File: config.mk
export PLATFORM = sky130hd
export DESIGN_NAME = conv_rd_stream_flat
export DESIGN_NICKNAME = d
export VERILOG_FILES = /design/src/rtl/conv_pkg.sv /design/src/rtl/conv_rd_stream_if.sv /design/src/rtl/conv_skid_buf.sv /design/src/rtl/conv_rd_stream.sv /design/src/flat_wrapper.sv
export SDC_FILE = /design/constraint.sdc
export NUM_CORES = 2
export LEC_CHECK = 0
export ABC_AREA = 1
export ABC_CLOCK_PERIOD_IN_PS = 3400
export CAP_MARGIN = 20
export CORE_AREA = 5 5 480 482
export CTS_BUF_LIST = sky130_fd_sc_hd__clkbuf_4 sky130_fd_sc_hd__clkbuf_8 sky130_fd_sc_hd__clkbuf_16
export CTS_CLUSTER_SIZE = 14
export DETAILED_ROUTE_END_ITERATION = 6
export DIE_AREA = 0 0 485 487
export PLACE_DENSITY_LB_ADDON = 0.2
export SLEW_MARGIN = 10
export SYNTH_ARGS = -nofsm -noshare
export SYNTH_HDL_FRONTEND = slang
export SYNTH_SLANG_ARGS = --single-unit
File: constraint.sdc
create_clock -name clk -period 3.4 [get_ports clk]
set_clock_uncertainty 0.05 [all_clocks]
set_input_delay 0.34 -clock clk [delete_from_list [all_inputs] [get_ports clk]]
set_output_delay 0.34 -clock clk [all_outputs]
set_load 0.05 [all_outputs]
File: src/rtl/conv_pkg.sv
// Shared constants, FSM state type and burst sizing helper for the conv AXI read/write streamers.
package conv_pkg;

    localparam int unsigned BEAT_BYTES   = 64;
    localparam int unsigned BEAT_SHIFT   = $clog2(BEAT_BYTES);
    localparam int unsigned PAGE_BYTES   = 4096;
    localparam logic [2:0]  AXI_SIZE_64B = 3'b110;

    typedef enum logic [1:0] {
        IDLE,
        ISSUE,
        DRAIN,
        DONE
    } rd_state_t;

    // Beats for the next burst: limited by what is left, the burst cap and the 4 KB page edge.
    // addr is the page offset of a beat-aligned address, so the page term is 1..64.
    function automatic logic [31:0] burst_beats(
        input logic [11:0] addr,
        input logic [31:0] remaining,
        input logic [31:0] max_beats
    );
        logic [31:0] page_left;
        logic [31:0] len;
        page_left = (PAGE_BYTES - {20'd0, addr}) >> BEAT_SHIFT;
        len = remaining;
        if (max_beats < len) len = max_beats;
        if (page_left < len) len = page_left;
        return len;
    endfunction

endpackage

File: src/rtl/conv_rd_stream_if.sv
// Job control, AXI AR/R channels and the output beat stream of the conv read streamer.
interface conv_rd_stream_if #(
    parameter int unsigned ADDR_W = 64,
    parameter int unsigned DATA_W = 512,
    parameter int unsigned ID_W   = 16
);
    // job control
    logic              start;
    logic [ADDR_W-1:0] base_addr;
    logic [31:0]       num_beats;
    logic              busy;
    logic              done;
    logic              err;
    // AXI read address channel
    logic [ID_W-1:0]   arid;
    logic [ADDR_W-1:0] araddr;
    logic [7:0]        arlen;
    logic [2:0]        arsize;
    logic              arvalid;
    logic              arready;
    // AXI read data channel
    logic [ID_W-1:0]   rid;
    logic [DATA_W-1:0] rdata;
    logic [1:0]        rresp;
    logic              rlast;
    logic              rvalid;
    logic              rready;
    // beat stream to the conv core
    logic [DATA_W-1:0] out_data;
    logic              out_last;
    logic              out_valid;
    logic              out_ready;

    modport master (
        input  start, base_addr, num_beats,
        output busy, done, err,
        output arid, araddr, arlen, arsize, arvalid,
        input  arready,
        input  rid, rdata, rresp, rlast, rvalid,
        output rready,
        output out_data, out_last, out_valid,
        input  out_ready
    );

    modport slave (
        output start, base_addr, num_beats,
        input  busy, done, err,
        input  arid, araddr, arlen, arsize, arvalid,
        output arready,
        output rid, rdata, rresp, rlast, rvalid,
        input  rready,
        input  out_data, out_last, out_valid,
        output out_ready
    );

endinterface

File: src/rtl/conv_skid_buf.sv
// Two-entry valid/ready skid buffer: registered outputs and a registered in_ready,
// still sustaining one transfer per cycle while out_ready stays high.
module conv_skid_buf #(
    parameter int unsigned W = 8
) (
    input  logic         clk,
    input  logic         rst,
    input  logic         in_valid,
    output logic         in_ready,
    input  logic [W-1:0] in_data,
    output logic         out_valid,
    input  logic         out_ready,
    output logic [W-1:0] out_data
);

    logic         out_valid_q, out_valid_n;
    logic [W-1:0] out_data_q, out_data_n;
    logic         skid_valid_q, skid_valid_n;
    logic [W-1:0] skid_data_q, skid_data_n;
    logic         in_ready_q;
    logic         in_fire;

    assign in_fire   = in_valid & in_ready_q;
    assign in_ready  = in_ready_q;
    assign out_valid = out_valid_q;
    assign out_data  = out_data_q;

    // Next state: the output slot refills from the skid entry first, otherwise straight
    // from the input; the skid entry only catches a beat that arrives while the output stalls.
    always_comb begin
        out_valid_n  = out_valid_q;
        out_data_n   = out_data_q;
        skid_valid_n = skid_valid_q;
        skid_data_n  = skid_data_q;
        if (!out_valid_q || out_ready) begin
            if (skid_valid_q) begin
                out_valid_n  = 1'b1;
                out_data_n   = skid_data_q;
                skid_valid_n = 1'b0;
            end else begin
                out_valid_n = in_fire;
                if (in_fire) out_data_n = in_data;
            end
        end else if (in_fire) begin
            skid_valid_n = 1'b1;
            skid_data_n  = in_data;
        end
    end

    // Register both entries; in_ready is precomputed from the next skid occupancy.
    always_ff @(posedge clk) begin
        if (rst) begin
            out_valid_q  <= 1'b0;
            out_data_q   <= '0;
            skid_valid_q <= 1'b0;
            skid_data_q  <= '0;
            in_ready_q   <= 1'b0;
        end else begin
            out_valid_q  <= out_valid_n;
            out_data_q   <= out_data_n;
            skid_valid_q <= skid_valid_n;
            skid_data_q  <= skid_data_n;
            in_ready_q   <= !skid_valid_n;
        end
    end

endmodule

File: src/rtl/conv_rd_stream.sv
// AXI4 read master: splits a job into page-safe bursts, limits outstanding bursts
// and forwards returned beats in order to the conv core through a skid buffer.
module conv_rd_stream
    import conv_pkg::*;
#(
    parameter int unsigned ADDR_W    = 64,
    parameter int unsigned DATA_W    = 512,
    parameter int unsigned ID_W      = 16,
    parameter int unsigned MAX_BURST = 64,
    parameter int unsigned MAX_OUTST = 8,
    parameter int unsigned ARID_VAL  = 0
) (
    input  logic             clk,
    input  logic             rst,
    conv_rd_stream_if.master bus
);

    localparam int unsigned OW = $clog2(MAX_OUTST + 1);

    rd_state_t         state;
    logic [ADDR_W-1:0] cur_addr;
    logic [31:0]       remaining;
    logic [31:0]       total;
    logic [31:0]       beat_cnt;
    logic [OW-1:0]     outst;

    logic              arvalid_q;
    logic [ADDR_W-1:0] araddr_q;
    logic [7:0]        arlen_q;
    logic [2:0]        arsize_q;
    logic [ID_W-1:0]   arid_q;
    logic              busy_q;
    logic              done_q;
    logic              err_q;

    logic [31:0]       burst_len;
    logic [31:0]       ar_beats;
    logic [ADDR_W-1:0] ar_step;
    logic              ar_fire;
    logic              r_fire;
    logic              rready;
    logic              r_is_last;
    logic              o_valid;
    logic [DATA_W:0]   o_word;
    logic              o_fire;
    logic              unused_bits;

    assign unused_bits = ^{bus.rid, bus.base_addr[BEAT_SHIFT-1:0]};

    // Next burst size from the registered address/remaining count, and the advance
    // applied when the currently presented burst is accepted.
    always_comb begin
        burst_len = burst_beats(cur_addr[11:0], remaining, 32'(MAX_BURST));
        ar_beats  = 32'(arlen_q) + 32'd1;
        ar_step   = ADDR_W'(ar_beats * BEAT_BYTES);
    end

    assign ar_fire   = arvalid_q & bus.arready;
    assign r_fire    = bus.rvalid & rready;
    assign r_is_last = (beat_cnt + 32'd1 == total);
    assign o_fire    = o_valid & bus.out_ready;

    // The job-final flag travels with the beat so it stays aligned through the buffer.
    conv_skid_buf #(.W(DATA_W + 1)) u_skid (
        .clk       (clk),
        .rst       (rst),
        .in_valid  (bus.rvalid),
        .in_ready  (rready),
        .in_data   ({r_is_last, bus.rdata}),
        .out_valid (o_valid),
        .out_ready (bus.out_ready),
        .out_data  (o_word)
    );

    assign bus.busy      = busy_q;
    assign bus.done      = done_q;
    assign bus.err       = err_q;
    assign bus.arid      = arid_q;
    assign bus.araddr    = araddr_q;
    assign bus.arlen     = arlen_q;
    assign bus.arsize    = arsize_q;
    assign bus.arvalid   = arvalid_q;
    assign bus.rready    = rready;
    assign bus.out_valid = o_valid;
    assign bus.out_data  = o_word[DATA_W-1:0];
    assign bus.out_last  = o_word[DATA_W];

    // Job FSM with AR issue, outstanding-burst tracking, beat counting and status flags.
    always_ff @(posedge clk) begin
        if (rst) begin
            state     <= IDLE;
            cur_addr  <= '0;
            remaining <= '0;
            total     <= '0;
            beat_cnt  <= '0;
            outst     <= '0;
            arvalid_q <= 1'b0;
            araddr_q  <= '0;
            arlen_q   <= '0;
            arsize_q  <= '0;
            arid_q    <= '0;
            busy_q    <= 1'b0;
            done_q    <= 1'b0;
            err_q     <= 1'b0;
        end else begin
            arid_q   <= ID_W'(ARID_VAL);
            arsize_q <= AXI_SIZE_64B;
            done_q   <= 1'b0;

            if (ar_fire && !(r_fire && bus.rlast)) begin
                outst <= outst + OW'(1);
            end else if (!ar_fire && r_fire && bus.rlast) begin
                outst <= outst - OW'(1);
            end

            if (r_fire) begin
                beat_cnt <= beat_cnt + 32'd1;
                if (bus.rresp != 2'b00) err_q <= 1'b1;
            end

            case (state)
                IDLE: begin
                    if (bus.start) begin
                        err_q     <= 1'b0;
                        beat_cnt  <= '0;
                        total     <= bus.num_beats;
                        remaining <= bus.num_beats;
                        cur_addr  <= {bus.base_addr[ADDR_W-1:BEAT_SHIFT], {BEAT_SHIFT{1'b0}}};
                        busy_q    <= 1'b1;
                        if (bus.num_beats == '0) begin
                            state  <= DONE;
                            done_q <= 1'b1;
                        end else begin
                            state <= ISSUE;
                        end
                    end
                end
                ISSUE: begin
                    // cur_addr/remaining advance only on acceptance, so arlen_q+1 equals the
                    // burst_len that was latched when arvalid rose.
                    if (ar_fire) begin
                        arvalid_q <= 1'b0;
                        cur_addr  <= cur_addr + ar_step;
                        remaining <= remaining - ar_beats;
                        if (remaining == ar_beats) state <= DRAIN;
                    end else if (!arvalid_q && (outst < OW'(MAX_OUTST))) begin
                        arvalid_q <= 1'b1;
                        araddr_q  <= cur_addr;
                        arlen_q   <= 8'(burst_len - 32'd1);
                    end
                end
                DRAIN: begin
                    if (o_fire && o_word[DATA_W]) begin
                        state  <= DONE;
                        done_q <= 1'b1;
                    end
                end
                DONE: begin
                    state  <= IDLE;
                    busy_q <= 1'b0;
                end
                default: state <= IDLE;
            endcase
        end
    end

endmodule

File: src/flat_wrapper.sv
// flat-port wrapper written by rule: the top's interface ports become plain ports
module conv_rd_stream_flat import conv_pkg::*;
#(
    parameter int unsigned ADDR_W    = 64,
    parameter int unsigned DATA_W    = 512,
    parameter int unsigned ID_W      = 16,
    parameter int unsigned MAX_BURST = 64,
    parameter int unsigned MAX_OUTST = 8,
    parameter int unsigned ARID_VAL  = 0
)
  (clk, rst, bus_start, bus_base_addr, bus_num_beats, bus_busy, bus_done, bus_err, bus_arid, bus_araddr, bus_arlen, bus_arsize, bus_arvalid, bus_arready, bus_rid, bus_rdata, bus_rresp, bus_rlast, bus_rvalid, bus_rready, bus_out_data, bus_out_last, bus_out_valid, bus_out_ready);
  conv_rd_stream_if #(.ADDR_W(ADDR_W), .DATA_W(DATA_W), .ID_W(ID_W)) bus_i ();
  input  logic clk;
  input  logic rst;
  input wire logic [$bits(bus_i.start)-1:0] bus_start;
  input wire logic [$bits(bus_i.base_addr)-1:0] bus_base_addr;
  input wire logic [$bits(bus_i.num_beats)-1:0] bus_num_beats;
  output wire logic [$bits(bus_i.busy)-1:0] bus_busy;
  output wire logic [$bits(bus_i.done)-1:0] bus_done;
  output wire logic [$bits(bus_i.err)-1:0] bus_err;
  output wire logic [$bits(bus_i.arid)-1:0] bus_arid;
  output wire logic [$bits(bus_i.araddr)-1:0] bus_araddr;
  output wire logic [$bits(bus_i.arlen)-1:0] bus_arlen;
  output wire logic [$bits(bus_i.arsize)-1:0] bus_arsize;
  output wire logic [$bits(bus_i.arvalid)-1:0] bus_arvalid;
  input wire logic [$bits(bus_i.arready)-1:0] bus_arready;
  input wire logic [$bits(bus_i.rid)-1:0] bus_rid;
  input wire logic [$bits(bus_i.rdata)-1:0] bus_rdata;
  input wire logic [$bits(bus_i.rresp)-1:0] bus_rresp;
  input wire logic [$bits(bus_i.rlast)-1:0] bus_rlast;
  input wire logic [$bits(bus_i.rvalid)-1:0] bus_rvalid;
  output wire logic [$bits(bus_i.rready)-1:0] bus_rready;
  output wire logic [$bits(bus_i.out_data)-1:0] bus_out_data;
  output wire logic [$bits(bus_i.out_last)-1:0] bus_out_last;
  output wire logic [$bits(bus_i.out_valid)-1:0] bus_out_valid;
  input wire logic [$bits(bus_i.out_ready)-1:0] bus_out_ready;
  assign bus_i.start = bus_start;
  assign bus_i.base_addr = bus_base_addr;
  assign bus_i.num_beats = bus_num_beats;
  assign bus_busy = bus_i.busy;
  assign bus_done = bus_i.done;
  assign bus_err = bus_i.err;
  assign bus_arid = bus_i.arid;
  assign bus_araddr = bus_i.araddr;
  assign bus_arlen = bus_i.arlen;
  assign bus_arsize = bus_i.arsize;
  assign bus_arvalid = bus_i.arvalid;
  assign bus_i.arready = bus_arready;
  assign bus_i.rid = bus_rid;
  assign bus_i.rdata = bus_rdata;
  assign bus_i.rresp = bus_rresp;
  assign bus_i.rlast = bus_rlast;
  assign bus_i.rvalid = bus_rvalid;
  assign bus_rready = bus_i.rready;
  assign bus_out_data = bus_i.out_data;
  assign bus_out_last = bus_i.out_last;
  assign bus_out_valid = bus_i.out_valid;
  assign bus_i.out_ready = bus_out_ready;
  conv_rd_stream #(.ADDR_W(ADDR_W), .DATA_W(DATA_W), .ID_W(ID_W), .MAX_BURST(MAX_BURST), .MAX_OUTST(MAX_OUTST), .ARID_VAL(ARID_VAL)) u_core (.clk(clk), .rst(rst), .bus(bus_i));
endmodule
==> summary.md <==
| Metric | Value |
|---|---|
| Post-Synthesis Cells | `7282` |
| Vias in the first global route | `51410` |
| Io pins | `1243` |
| Final hold violation count | `0` |
| Row cnt | `between 150 and 200` |
| Vias per Instance | `4.743` |
| Cell Area, Synth | `52730 um2` |
| Post-DP HPWL | `between 150000 and 200000 um` |
| H-tree lvl count | `4` |
| Seq cells post-synth | `approximately 1300` |
| Tcrit/Tclk final | `between 90% and 100%` |
| CTS tree | `built` |
| Number of routed nets with antenna violations | `0` |
| 1st-pass router iterations | `5` |
| Chip width | `485 um` |
| Yosys top cell by area | `dfxtp_1` |
| Iter 0 DRT Violations | `between 4000 and 5000` |
| Crit path kind | `reg2reg` |
| RSZ-0062 raised after global routing | `yes` |
| Post-synth EDFFs | `0` |
| Routed len/inst | `about 22 um` |
| Cells after DPL | `roughly 11000` |
| Gr ovfl total | `0` |
| Critical Path Fanout Max | `5` |
| Final-stage net count | `8930` |
| Clock buffer depth | `3` |
| Critical Path AT | `3820 ps` |
| Via Count | `54220` |
| Layout area overhead | `40.29%` |
| Sw frac | `between 30% and 40%` |
| Worst slew pin tran | `around 1100 ps` |
| Net Sw Power | `18.70 mW` |
| Post-synth top area share | `47.83%` |
| Starting Density | `23.34%` |
| DIE AREA | `around 240000 um2` |
| CTS Root Buffer Type | `clkbuf_16` |
| DIE HEIGHT | `between 400 and 500 um` |
| Total global-route track usage | `between 20% and 30%` |
| F_max | `0.3096 GHz` |
| Synthesis Warnings | `0` |
| DRC | `0` |
| Power Internal | `32.14 mW` |
| Clock transition at path regs | `60 ps` |
| Global placement routability congestion | `0.9212` |
| Worst path required time | `3990 ps` |
| Routed WL | `251400 um` |
| Largest net degree at the start of global routing | `186` |
| Synth top area cells | `dfxtp_1 48%, o21ai_0 12%, nand2_1 10%` |
| Layout cells sized above 1 | `under 10%` |
| Synth cell types | `47` |
| PD cells | `687.1 nW/um2` |
| Core area | `226000 um2` |
| Worst vdd ir | `between 400 and 500 uV` |
| CTS Buf Count | `157` |
| Crit. End Element | `flip-flop` |
| Status | `finished, final reports clean` |
| Reg power frac | `34.8%` |
| Power share of the clock group | `34.7%` |
| Async set-reset flop share out of synthesis | `0%` |
| Initial antenna violation count | `81` |
| Slew Limit Fails | `0` |
| Register area share after synthesis | `a little under half` |
| Hold crit path type | `in2reg` |
| First-pass GRT wire length | `362700 um` |
| Syn avg cell area | `7.242 um2` |
| CP startpoint kind | `flip-flop` |
| Minimum clock period | `3230 ps` |
| CTS sink cnt | `1260` |
| Buffers added on ports | `1197` |
| Top FF cell, synth | `dfxtp_1` |
| Slew HR | `25.77%` |
| Lkg Pwr | `between 20 and 30 nW` |
| Max_cap viols | `0` |
| Fin cells | `11430` |
| TNS Setup | `0 ps` |
| Comb power frac | `between 30% and 40%` |
| Setup Viol. Count Final | `0` |
| Worst-Skew Late Latency | `770 ps` |
==> layout make-up <==
type                       instances  area (um2)
antenna                           37       92.59
clock buffer                     230        4737
clock inverter                    54       724.4
fill                           23960      152000
inverter                         269        1044
multi-input combinational       5203       24590
sequential                      1260       25230
tap                             3009        3765
timing repair buffer            1368       13790
==> cells by family (layout without fill, tap and decap cells) <==
| family | Yosys count | after routing | share of synthesized area, % |
|---|---|---|---|
| simple gates | 3003 | 3003 | 22.36 |
| compound gates | 2057 | 2057 | 21.17 |
| flops | 1260 | 1260 | 47.83 |
| buf+inv | 841 | 1921 | 6.185 |
| xor+xnor | 81 | 81 | 1.476 |
| fa+ha+maj | 38 | 38 | 0.9443 |
| other cells | 1 | 60 | 0.007111 |
| mux | 1 | 1 | 0.01898 |
==> path summary, 6_finish.rpt <==
path	start	endpoint	slack, ps	cells after the start
hold reg to reg	u_core.u_skid.skid_data_q[454]	u_core.u_skid.out_data[454]	380	2
setup / recovery	u_core.bus.arlen[0]	u_core.state[1]	170	19
setup reg to reg	u_core.bus.arlen[0]	u_core.state[1]	170	19
hold / removal	bus_rdata[283]	u_core.u_skid.out_data[283]	100	3
==> state kept, by name, summed over array words and instances, names as in the netlist, 2 cells and up <==
name                       flops
u_core.u_skid.skid_data_q    513
u_core.total                  32
u_core.outst                   4
u_core.remaining              32
u_core.cur_addr               58
u_core.state                   2
u_core.bus.arlen               8
u_core.bus.araddr             58
u_core.beat_cnt               32
u_core.u_skid.out_data       513
==> power by group through the flow <==
stage	Combinational (mW)	Clock (mW)	Sequential (mW)
2_1_floorplan	6.68	0	20.3
3_3_place_gp	15.2	0	17.9
3_5_place_dp	15.2	0	17.9
4_1_cts	15.3	18.1	17.7
5_1_grt	16.8	18.7	17.9
6_report	15.5	17.6	17.7
==> placed cells by master (no fill, tap or decap), drive strengths merged, types with 67 or more instances in the layout <==
master	instances
a21oi	250
a31oi	515
buf	170
clkbuf	230
clkdlybuf4s50	1196
dfxtp	1260
inv	274
nand2	1443
nand3	118
nor2	1309
o21ai	1217
xor2	67
==> per-stage QoR <==
stage / utilization [%] / instance area (um2) / total power [mW] / hold slack [ps] / setup WS (ps)
floorplan: - / 52820 / 26.96 / 385.5 / 78.71
global placement: 30.15 / 68140 / 33.18 / 393.6 / 72.88
detailed placement: 30.15 / 68140 / 33.16 / 395.5 / 34.43
CTS: 32.58 / 73620 / 51.09 / 0.9835 / 35.77
global route: 32.71 / 73910 / 53.37 / 45.02 / -63.91
finish: 32.74 / 73980 / 50.83 / 102.5 / 169.6
==> layer usage <==
| layer | part of all wire, % | routed length (um) | global-route usage, % |
|---|---|---|---|
| met1 | 43 | 108500 | 26.22 |
| met2 | 44 | 110800 | 31.40 |
| met3 | 9.2 | 23080 | 7.155 |
| met4 | 3.4 | 8541 | 6.493 |
| met5 | 0.18 | 458 | 0 |
==> critical path, stage by stage, from the launching register on <==
cell	delay [ps]
dfxtp_2	360
ha_2	180
nand2_1	60
inv_1	80
nand4_1	120
nor2_1	140
inv_1	90
nor2_4	120
buf_4	120
inv_1	40
ha_2	370
inv_1	70
buf_4	140
nor3_2	190
nand3_1	110
o41ai_2	250
buf_4	170
nand3b_1	180
a211oi_2	220
a211oi_1	60
==> repair_timing <==
| action | in CTS | in global routing |
|---|---|---|
| hold buffers | 2 | 0 |
| gates resized for setup | 0 | 60 |
| endpoints found under the setup margin | 0 | 46 |
| hold endpoints to repair | 23 | 0 |
| buffers inserted | 0 | 5 |
==> cells in the mapped netlist, types with 43 or more instances <==
| cell | number |
|---|---|
| a31oi_1 | 515 |
| nand4_1 | 43 |
| xor2_1 | 67 |
| dfxtp_1 | 1260 |
| inv_1 | 262 |
| nand3_1 | 116 |
| nor3_1 | 44 |
| a21oi_1 | 250 |
| nor2_1 | 1299 |
| clkbuf_1 | 533 |
| o21ai_0 | 1213 |
| nand2_1 | 1433 |
(Power assumes the default switching activity.)
